## src/rtl/seg_mux_driver_pkg.sv

```systemverilog
// Shared types, FSM states and the hex-to-seven-segment table used by the
// multiplexed display driver.
package seg_pkg;

  typedef logic [6:0] seg_t;
  typedef logic [3:0] nibble_t;

  typedef enum logic {
    BLANK = 1'b0,
    SHOW  = 1'b1
  } state_t;

  localparam seg_t SEG_OFF_AH = 7'h00;

  // Segment order is {g,f,e,d,c,b,a}; a set bit lights the segment.
  function automatic seg_t hex_to_seg_ah(input nibble_t nib);
    seg_t seg;
    case (nib)
      4'h0:    seg = 7'h3F;
      4'h1:    seg = 7'h06;
      4'h2:    seg = 7'h5B;
      4'h3:    seg = 7'h4F;
      4'h4:    seg = 7'h66;
      4'h5:    seg = 7'h6D;
      4'h6:    seg = 7'h7D;
      4'h7:    seg = 7'h07;
      4'h8:    seg = 7'h7F;
      4'h9:    seg = 7'h6F;
      4'hA:    seg = 7'h77;
      4'hB:    seg = 7'h7C;
      4'hC:    seg = 7'h39;
      4'hD:    seg = 7'h5E;
      4'hE:    seg = 7'h79;
      4'hF:    seg = 7'h71;
      default: seg = SEG_OFF_AH;
    endcase
    return seg;
  endfunction

endpackage

```

## src/rtl/seg_mux_driver_hex_to_seg.sv

```systemverilog
// Combinational hex nibble to active-high segment decoder; output polarity is
// handled by the driver that instantiates it.
module hex_to_seg
  import seg_pkg::*;
(
  input  nibble_t nib_i,
  output seg_t    seg_o
);

  assign seg_o = hex_to_seg_ah(nib_i);

endmodule

```

## src/rtl/seg_mux_driver.sv

```systemverilog
// Time-multiplexed N-digit seven-segment driver: each slot is an all-off blank
// phase followed by a show phase whose pattern is latched once on entry.
module seg_mux_driver
  import seg_pkg::*;
#(
  parameter int NUM_DIGITS     = 2,
  parameter int DIV_WIDTH      = 16,
  parameter int BLANK_CYCLES   = 4,
  parameter bit SEG_ACTIVE_LOW = 1'b1,
  parameter bit EN_ACTIVE_LOW  = 1'b1,
  localparam int IDX_W = (NUM_DIGITS > 1) ? $clog2(NUM_DIGITS) : 1
) (
  input  logic                    clk,
  input  logic                    reset,
  input  logic [4*NUM_DIGITS-1:0] digits_i,
  input  logic [NUM_DIGITS-1:0]   digit_en_i,
  input  logic [DIV_WIDTH-1:0]    refresh_div_i,
  output logic [6:0]              seg_o,
  output logic [NUM_DIGITS-1:0]   en_o,
  output logic [IDX_W-1:0]        digit_idx_o,
  output logic                    frame_tick_o
);

  localparam seg_t                  SEG_OFF    = SEG_ACTIVE_LOW ? ~SEG_OFF_AH : SEG_OFF_AH;
  localparam logic [NUM_DIGITS-1:0] EN_OFF     = EN_ACTIVE_LOW ? {NUM_DIGITS{1'b1}} : {NUM_DIGITS{1'b0}};
  localparam logic [DIV_WIDTH-1:0]  BLANK_LAST = (BLANK_CYCLES > 0) ? DIV_WIDTH'(BLANK_CYCLES - 1) : {DIV_WIDTH{1'b0}};
  localparam logic [IDX_W-1:0]      IDX_LAST   = IDX_W'(NUM_DIGITS - 1);
  localparam state_t                ST_RESET   = state_t'((BLANK_CYCLES == 0) ? SHOW : BLANK);

  state_t                  state_q, state_d;
  logic [DIV_WIDTH-1:0]    cnt_q, cnt_d;
  logic [DIV_WIDTH-1:0]    div_q, div_d;
  logic [IDX_W-1:0]        idx_q, idx_d;
  logic                    tick_q, tick_d;
  seg_t                    seg_q, seg_d;
  logic [NUM_DIGITS-1:0]   en_q, en_d;

  logic                    last_digit;
  logic                    load;
  logic [IDX_W-1:0]        idx_inc;
  logic [IDX_W-1:0]        sel_idx;
  nibble_t                 sel_nib;
  logic                    sel_en;
  seg_t                    sel_seg_ah;
  logic [NUM_DIGITS-1:0]   sel_onehot;

  assign last_digit = (idx_q == IDX_LAST);
  assign idx_inc    = last_digit ? {IDX_W{1'b0}} : idx_q + IDX_W'(1);
  // A SHOW-to-SHOW hop (no blank phase) loads the next digit, not the current one.
  assign sel_idx    = (state_q == SHOW) ? idx_inc : idx_q;
  assign sel_onehot = NUM_DIGITS'(1) << sel_idx;

  // Select the nibble and enable bit of the digit about to be shown.
  always_comb begin
    sel_nib = 4'h0;
    sel_en  = 1'b0;
    for (int k = 0; k < NUM_DIGITS; k++) begin
      sel_nib = (sel_idx == IDX_W'(k)) ? digits_i[4*k +: 4] : sel_nib;
      sel_en  = (sel_idx == IDX_W'(k)) ? digit_en_i[k]      : sel_en;
    end
  end

  hex_to_seg u_hex_to_seg (
    .nib_i (sel_nib),
    .seg_o (sel_seg_ah)
  );

  // Slot sequencing; outputs only change on entry to SHOW or BLANK.
  always_comb begin
    state_d = state_q;
    cnt_d   = cnt_q + DIV_WIDTH'(1);
    div_d   = div_q;
    idx_d   = idx_q;
    tick_d  = 1'b0;
    seg_d   = seg_q;
    en_d    = en_q;
    load    = 1'b0;
    case (state_q)
      BLANK: begin
        load = (cnt_q == BLANK_LAST);
      end
      SHOW: begin
        if (cnt_q == div_q) begin
          idx_d  = idx_inc;
          tick_d = last_digit;
          if (BLANK_CYCLES == 0) begin
            load = 1'b1;
          end else begin
            state_d = BLANK;
            cnt_d   = {DIV_WIDTH{1'b0}};
            seg_d   = SEG_OFF;
            en_d    = EN_OFF;
          end
        end else begin
          load = 1'b0;
        end
      end
      default: begin
        state_d = ST_RESET;
        cnt_d   = {DIV_WIDTH{1'b0}};
        idx_d   = {IDX_W{1'b0}};
        seg_d   = SEG_OFF;
        en_d    = EN_OFF;
      end
    endcase
    if (load) begin
      state_d = SHOW;
      cnt_d   = {DIV_WIDTH{1'b0}};
      div_d   = refresh_div_i;
      seg_d   = sel_en ? (SEG_ACTIVE_LOW ? ~sel_seg_ah : sel_seg_ah) : SEG_OFF;
      en_d    = sel_en ? (EN_ACTIVE_LOW ? ~sel_onehot : sel_onehot) : EN_OFF;
    end else begin
      div_d   = div_q;
    end
  end

  // State and output registers with synchronous reset.
  always_ff @(posedge clk) begin
    if (reset) begin
      state_q <= ST_RESET;
      cnt_q   <= {DIV_WIDTH{1'b0}};
      div_q   <= {DIV_WIDTH{1'b0}};
      idx_q   <= {IDX_W{1'b0}};
      tick_q  <= 1'b0;
      seg_q   <= SEG_OFF;
      en_q    <= EN_OFF;
    end else begin
      state_q <= state_d;
      cnt_q   <= cnt_d;
      div_q   <= div_d;
      idx_q   <= idx_d;
      tick_q  <= tick_d;
      seg_q   <= seg_d;
      en_q    <= en_d;
    end
  end

  assign seg_o        = seg_q;
  assign en_o         = en_q;
  assign digit_idx_o  = idx_q;
  assign frame_tick_o = tick_q;

endmodule

```

## config.mk

```make
export PLATFORM = sky130hd
export DESIGN_NAME = seg_mux_driver
export DESIGN_NICKNAME = d
export VERILOG_FILES = /design/src/rtl/seg_mux_driver_pkg.sv /design/src/rtl/seg_mux_driver_hex_to_seg.sv /design/src/rtl/seg_mux_driver.sv
export SDC_FILE = /design/constraint.sdc
export NUM_CORES = 1
export LEC_CHECK = 0
export ABC_AREA = 1
export BUFFER_PORTS_ARGS = -buffer_cell sky130_fd_sc_hd__buf_2
export CAP_MARGIN = 25
export CORE_MARGIN = 8
export CORE_UTILIZATION = 57
export DETAILED_ROUTE_END_ITERATION = 7
export GPL_TIMING_DRIVEN = 0
export PLACE_DENSITY = 0.81
export SYNTH_ARGS = -nofsm -noshare
export SYNTH_HDL_FRONTEND = slang
export SYNTH_SLANG_ARGS = --single-unit
```

## constraint.sdc

```tcl
create_clock -name clk -period 2 [get_ports clk]
set_input_delay 0.3 -clock clk [delete_from_list [all_inputs] [get_ports clk]]
set_output_delay 0.3 -clock clk [all_outputs]
set_load 0.03 [all_outputs]
```

==> results of run 1 <==
-- final timing paths --
| path | cells past startpoint | slack (ns) | end | from |
|---|---|---|---|---|
| worst max-delay path | 13 | 0.16 | seg_o[3] | state_q |
| worst min-delay path | 2 | 0.19 | state_q | reset |
| worst max register to register | 13 | 0.16 | seg_o[3] | state_q |
| worst min register to register | 1 | 0.49 | cnt_q[0] | cnt_q[0] |
-- flip-flops by register name, indices dropped and copies added (netlist names) --
register      count
cnt_q            16
digit_idx_o       1
div_q            16
en_o              2
frame_tick_o      1
seg_o             7
state_q           1
-- layer usage --
metal / up-vias / GRT usage, % / wire length (µm)
met5: - / 0 / 0
met4: 0 / 6.23 / 98
met3: 8 / 3.61 / 237
met2: 56 / 27.6 / 2570
met1: 1028 / 19.7 / 2640
li1: 1225 / - / -
-- cell type report --
type | instances | area (µm²) | share of cell area, %
clock inverter | 2 | 12.5 | 0.431
clock buffer | 5 | 68.8 | 2.37
sequential | 44 | 886 | 30.5
buffer | 10 | 75.1 | 2.58
tap | 52 | 65.1 | 2.24
timing repair buffer | 38 | 190 | 6.55
inverter | 40 | 155 | 5.34
multi-input combinational | 261 | 1450 | 50.0
-- synth_stat cells, drive strengths merged --
cell     n  area share, %
nor2    66             10
nor3     5            1.2
buf      7            2.4
ha       7            3.4
clkbuf   3           0.49
a21oi    5           0.98
o211ai   1           0.29
nand2   71             14
nand3b   1           0.29
nand3   43            9.7
nand4   19            4.6
inv     40            6.0
xnor2    5            1.7
o21ai   17            3.3
xor2    21            7.2
dfxtp   44             34
-- stage by stage --
stage               hold WS (ns)  total power, W  std cells  instance area (µm²)
floorplan                  0.369         0.00148        355                 2560
global placement           0.465         0.00162        445                 2810
detailed placement         0.477         0.00163        445                 2810
CTS                        0.184         0.00216        452                 2900
global route               0.209         0.00229        452                 2910
finish                     0.192         0.00215        452                 2910
-- repair_timing --
item,CTS,global route
hold buffers,0,0
resized for setup,1,5
endpoints found under the hold margin,0,0
endpoints found under the setup margin,1,6
-- where the power goes --
group	internal, W	switching (W)	total [W]
Sequential	0.000943	0.0000529	0.000996
Combinational	0.000228	0.000392	0.000620
Clock	0.000237	0.000297	0.000533
Total	0.00141	0.000742	0.00215
-- cell families after synthesis --
| kind of cell | Yosys count |
|---|---|
| DFF | 44 |
| adders and majority gates | 7 |
| buffers and inverters | 50 |
| xor gates and xnor gates | 26 |
| AOI/OAI and AO/OA | 23 |
| and+or+nand+nor | 205 |
==> impl_metrics.json, run 1 <==
{
  "final_report_hold_violation_count": 0,
  "cts.repair_timing.setup_buffer_count": 0,
  "cts-htree-levels": 2,
  "ys_seq_area_share_pct": 34.4,
  "rsz0062_at_grt": "false",
  "min_period_ns": 1.84,
  "worst-path-buf-inv": 3,
  "synthesis.area_um2": 2560,
  "yosys_register_bits": 44,
  "synthDistinctLibCells": 29,
  "routed_wire_length_per_instance_um": 12.3,
  "layout_setup_ws_ns": 0.163,
  "postRouteAntennaNets": 0,
  "cp_common_cell": "sky130_fd_sc_hd__nand3_1",
  "crit_path_cell_trace": "inv_4, nand2_8, nand2_8, nand2_1, nand2_2, inv_1, ha_1, inv_1, nand3_1, nand3_1, nand4_1, nand2_1, nand3_1",
  "worst_slew_margin_rel_pct": 73.4,
  "grt.total_usage_pct": 16.4,
  "worst_slew_pin_slew_ns": 0.399,
  "vias": 2317,
  "syn_to_final_growth_pct": 13.5,
  "die_area_um2": 6890,
  "irDropWorstVdd_mv": 0.396,
  "cts_sinks": 44,
  "placementRows": 24,
  "die-height_um": 83,
  "mostFrequentLayoutCell": "sky130_fd_sc_hd__nor2_1",
  "synth_top_family_by_area": "simple AND/OR/NAND/NOR gates",
  "yosysWarnings": 0,
  "die_width_um": 83,
  "io_buffers": 38,
  "fill_count": 408,
  "result_of_the_run": "completed",
  "floorplan.initialDensity_pct": 58.8,
  "final_core_utilization_pct": 66.7,
  "share_of_post_route_cells_with_drive_strength_above_1_pct": 20.8,
  "critPathArrivalTime_ns": 2.00,
  "mostFrequentLayoutCells": "sky130_fd_sc_hd__nor2_1, sky130_fd_sc_hd__nand2_1, sky130_fd_sc_hd__dfxtp_1",
  "setup-violations-final": 0,
  "worstHoldPathType": "input port to flop",
  "finalCritPeriodShare_pct": 91.9,
  "post_synth_and_or_nand_nor_area_fraction_pct": 39.8,
  "vias_per_cell": 5.13,
  "synth_cells": 355,
  "cpMaxStageDelayCell": "sky130_fd_sc_hd__dfxtp_4",
  "gpl.final_weighted_congestion": 0.848,
  "final_nets": 435,
  "final_max_slew_viol_count": 0,
  "worst_clock_skew_ns": 0.0114,
  "synthAdderAreaFrac_pct": 3.42,
  "first_drt_iteration_drcs": 135,
  "category_of_cells_accounting_for_the_largest_share_of_critical_path_delay": "simple AND/OR/NAND/NOR gates",
  "worstPathRequired_ns": 2.17,
  "num_io_pins": 39,
  "synth_xor_area_share_pct": 8.90,
  "maximum_number_of_pins_on_one_net_before_global_route_repair": 14,
  "power_per_cell_area_nw_per_um2": 740,
  "timing_worst_setup_path_type": "flop to flop",
  "tritoncts_clock_tree": "built",
  "count_of_inserted_antenna_diode_cells": 0,
  "cts.reportedPaths.clkPinSlew_ns": 0.08,
  "worst_setup_sp_type": "flop",
  "synth_compound_gate_area_share_pct": 4.60,
  "synthesis.nets": 390,
  "muxShareOfSynthArea_pct": 0,
  "cap_violations": 0,
  "total_leakage_power_nw": 1.39,
  "grt.overflow.total": 0,
  "timing.fmax_mhz": 544,
  "synthesis.area_per_instance_um2": 7.21,
  "placeableCoreArea_um2": 4350,
  "dpl_ws_ns": 0.0190,
  "worst_setup_path_end_kind": "flop",
  "cts.path.max_buffers": 2,
  "drt-total-wl_um": 5550,
  "grt_first_pass_wirelength_um": 9830,
  "root_buffer": "sky130_fd_sc_hd__clkbuf_8",
  "grt_pass1_vias": 2291,
  "path_max_fanout": 7,
  "initial_antenna_violation_count": 0,
  "hpwlAfterDp_um": 4430,
  "critical-path-max-stage-delay_ns": 0.38,
  "tns_ns": 0,
  "cts_made_buffers": 5,
  "drt_drc_violations_left": 0,
  "worstSkewPairLatency_ns": 0.30,
  "drt_pass1_iterations": 5
}
No activity file was read; power rests on OpenSTA's default activity.
==> run 2: changes to the inputs <==
Settings changed: CORE_UTILIZATION 57 to 44, PLACE_DENSITY 0.81 to 0.65.
==> run 2 against run 1 <==
Against the previous run: hold slack lost 0.0032 ns; register-to-register slack barely moved; core utilization shrank 14 points; clock power is 21% higher; clock-buffer cell count is the same; worst setup slack worse by 0.014 ns; highest routed layer unchanged.
==> impl_metrics.json, run 2 (synthesized netlist as in run 1, its figures left out) <==
{
  "floorplan.initialDensity_pct": 45.9,
  "count_of_inserted_antenna_diode_cells": 0,
  "placementRows": 27,
  "share_of_post_route_cells_with_drive_strength_above_1_pct": 20.8,
  "vias_per_cell": 4.81,
  "hpwlAfterDp_um": 4440,
  "cpMaxStageDelayCell": "sky130_fd_sc_hd__dfxtp_2",
  "worst_slew_margin_rel_pct": 72.7,
  "final_core_utilization_pct": 52.8,
  "cts.path.max_buffers": 2,
  "drt-total-wl_um": 5700,
  "worstHoldPathType": "input port to flop",
  "root_buffer": "sky130_fd_sc_hd__clkbuf_8",
  "total_leakage_power_nw": 1.39,
  "cts.repair_timing.setup_buffer_count": 0,
  "die_width_um": 92.3,
  "grt.total_usage_pct": 14.1,
  "path_max_fanout": 7,
  "die_area_um2": 8510,
  "first_drt_iteration_drcs": 136,
  "grt.overflow.total": 0,
  "rsz0062_at_grt": "false",
  "tns_ns": 0,
  "result_of_the_run": "completed",
  "final_max_slew_viol_count": 0,
  "total_switching_power_w": 0.000733,
  "intPower_w": 0.00153,
  "fill_count": 576,
  "cts_sinks": 44,
  "drt_pass1_iterations": 4,
  "routed-wl-met2_um": 2430,
  "routed_wire_length_per_instance_um": 12.1,
  "power_per_cell_area_nw_per_um2": 769,
  "p_sw_share_pct": 32.4,
  "timing.fmax_mhz": 540,
  "worst-path-buf-inv": 2,
  "cts_made_buffers": 5,
  "dpl.cell_count": 465,
  "multi_input_gate_area_um2": 1450,
  "worstSkewPairLatency_ns": 0.30,
  "gpl.final_weighted_congestion": 0.819,
  "grt_first_pass_wirelength_um": 9930,
  "crit_path_cell_trace": "inv_2, nand2_8, nand2_8, nand2_1, nand2_1, ha_1, inv_1, nand3_1, nand3_1, nand4_1, nand2_1, nand3_1",
  "critical-path-max-stage-delay_ns": 0.41,
  "met3WireLength_um": 247,
  "io_buffers": 38,
  "route.top_layer_used": "met4",
  "timing_worst_setup_path_type": "flop to flop",
  "postRouteAntennaNets": 0,
  "syn_to_final_growth_pct": 15.0,
  "pwr-share-seq_pct": 44.0,
  "pwr-share-comb_pct": 27.4,
  "cts.reportedPaths.clkPinSlew_ns": 0.08,
  "worst_clock_skew_ns": 0.00741,
  "met1_length_um": 2950,
  "worst_setup_path_end_kind": "flop",
  "grt_pass1_vias": 2095,
  "min_period_ns": 1.85,
  "seqCellArea_um2": 883,
  "mostFrequentLayoutCells": "sky130_fd_sc_hd__nor2_1, sky130_fd_sc_hd__nand2_1, sky130_fd_sc_hd__dfxtp_1",
  "vias": 2267,
  "worst_setup_sp_type": "flop",
  "num_io_pins": 39,
  "category_of_cells_accounting_for_the_largest_share_of_critical_path_delay": "simple AND/OR/NAND/NOR gates",
  "cts-htree-levels": 2,
  "final_report_hold_violation_count": 0,
  "irDropWorstVdd_mv": 0.359,
  "tritoncts_clock_tree": "built",
  "placeableCoreArea_um2": 5570,
  "maximum_number_of_pins_on_one_net_before_global_route_repair": 13,
  "drt_drc_violations_left": 0,
  "setup-violations-final": 0,
  "die-height_um": 92.3,
  "finalCritPeriodShare_pct": 92.5,
  "critPathArrivalTime_ns": 2.02,
  "final_nets": 435,
  "cap_violations": 0,
  "initial_antenna_violation_count": 0,
  "worstPathRequired_ns": 2.17,
  "total_power_w": 0.00226,
  "share_clk_of_total_power_pct": 28.6,
  "worst_slew_pin_slew_ns": 0.410,
  "mostFrequentLayoutCell": "sky130_fd_sc_hd__nor2_1",
  "instances_no_fill": 471,
  "finalHoldWorstSlack_ns": 0.189
}
run 2: cell count changes in the layout (fill, tap and decap cells not counted), sizes merged:
cell,change
clkinv,-1
bufinv,+1
clkinvlp,-1
run 2: worst paths after layout:
check / start / end / slack, ns / cells past startpoint
max: state_q / seg_o[3] / 0.15 / 12
min reg2reg: cnt_q[0] / cnt_q[0] / 0.49 / 1
max reg2reg: state_q / seg_o[3] / 0.15 / 12
min: reset / state_q / 0.19 / 2
run 2: layer usage:
layer  vias up  track usage (%)
met3         6             3.26
met4         0             5.23
met1       989             19.4
li1       1223                -
met5         -                0
met2        49             20.9
run 2: cell type report:
cell class | count | share of cell area [%]
Clock inverter | 1 | 1.02
Inverter | 40 | 5.19
Clock buffer | 5 | 2.34
Multi-Input combinational cell | 261 | 49.4
Sequential cell | 44 | 30.0
Buffer | 10 | 2.55
Tap cell | 72 | 3.06
Timing Repair Buffer | 38 | 6.46
run 2: power by group through the flow:
stage | Clock [W] | Sequential (W) | Combinational, W
after floorplan | 0 | 0.00105 | 0.000434
after global placement | 0 | 0.00101 | 0.000612
after detailed placement | 0 | 0.00102 | 0.000618
after global routing | 0.000699 | 0.00100 | 0.000711
after CTS | 0.000663 | 0.000995 | 0.000621
final | 0.000647 | 0.000995 | 0.000619
run 2: through the flow:
step	instance area [µm²]	worst slack, ns
6_report	2940	0.149
5_1_grt	2940	0.00277
4_1_cts	2940	0.0200
3_5_place_dp	2840	-0.00651
3_3_place_gp	2840	0.0293
2_1_floorplan	2560	0.00593
run 2: repair_timing:
action / CTS / global route
hold buffers: 0 / 0
endpoints found under the setup margin: 1 / 6
gates resized for setup: 1 / 4
pin swaps: 0 / 0
run 2: worst register-to-register path, stage by stage (launching register included):
cell                      delay (ns)
sky130_fd_sc_hd__dfxtp_2        0.41
sky130_fd_sc_hd__inv_2          0.10
sky130_fd_sc_hd__nand2_8        0.12
sky130_fd_sc_hd__nand2_8        0.09
sky130_fd_sc_hd__nand2_1        0.07
sky130_fd_sc_hd__nand2_1        0.14
sky130_fd_sc_hd__ha_1           0.33
sky130_fd_sc_hd__inv_1          0.05
sky130_fd_sc_hd__nand3_1        0.10
sky130_fd_sc_hd__nand3_1        0.10
sky130_fd_sc_hd__nand4_1        0.09
sky130_fd_sc_hd__nand2_1        0.07
sky130_fd_sc_hd__nand3_1        0.06
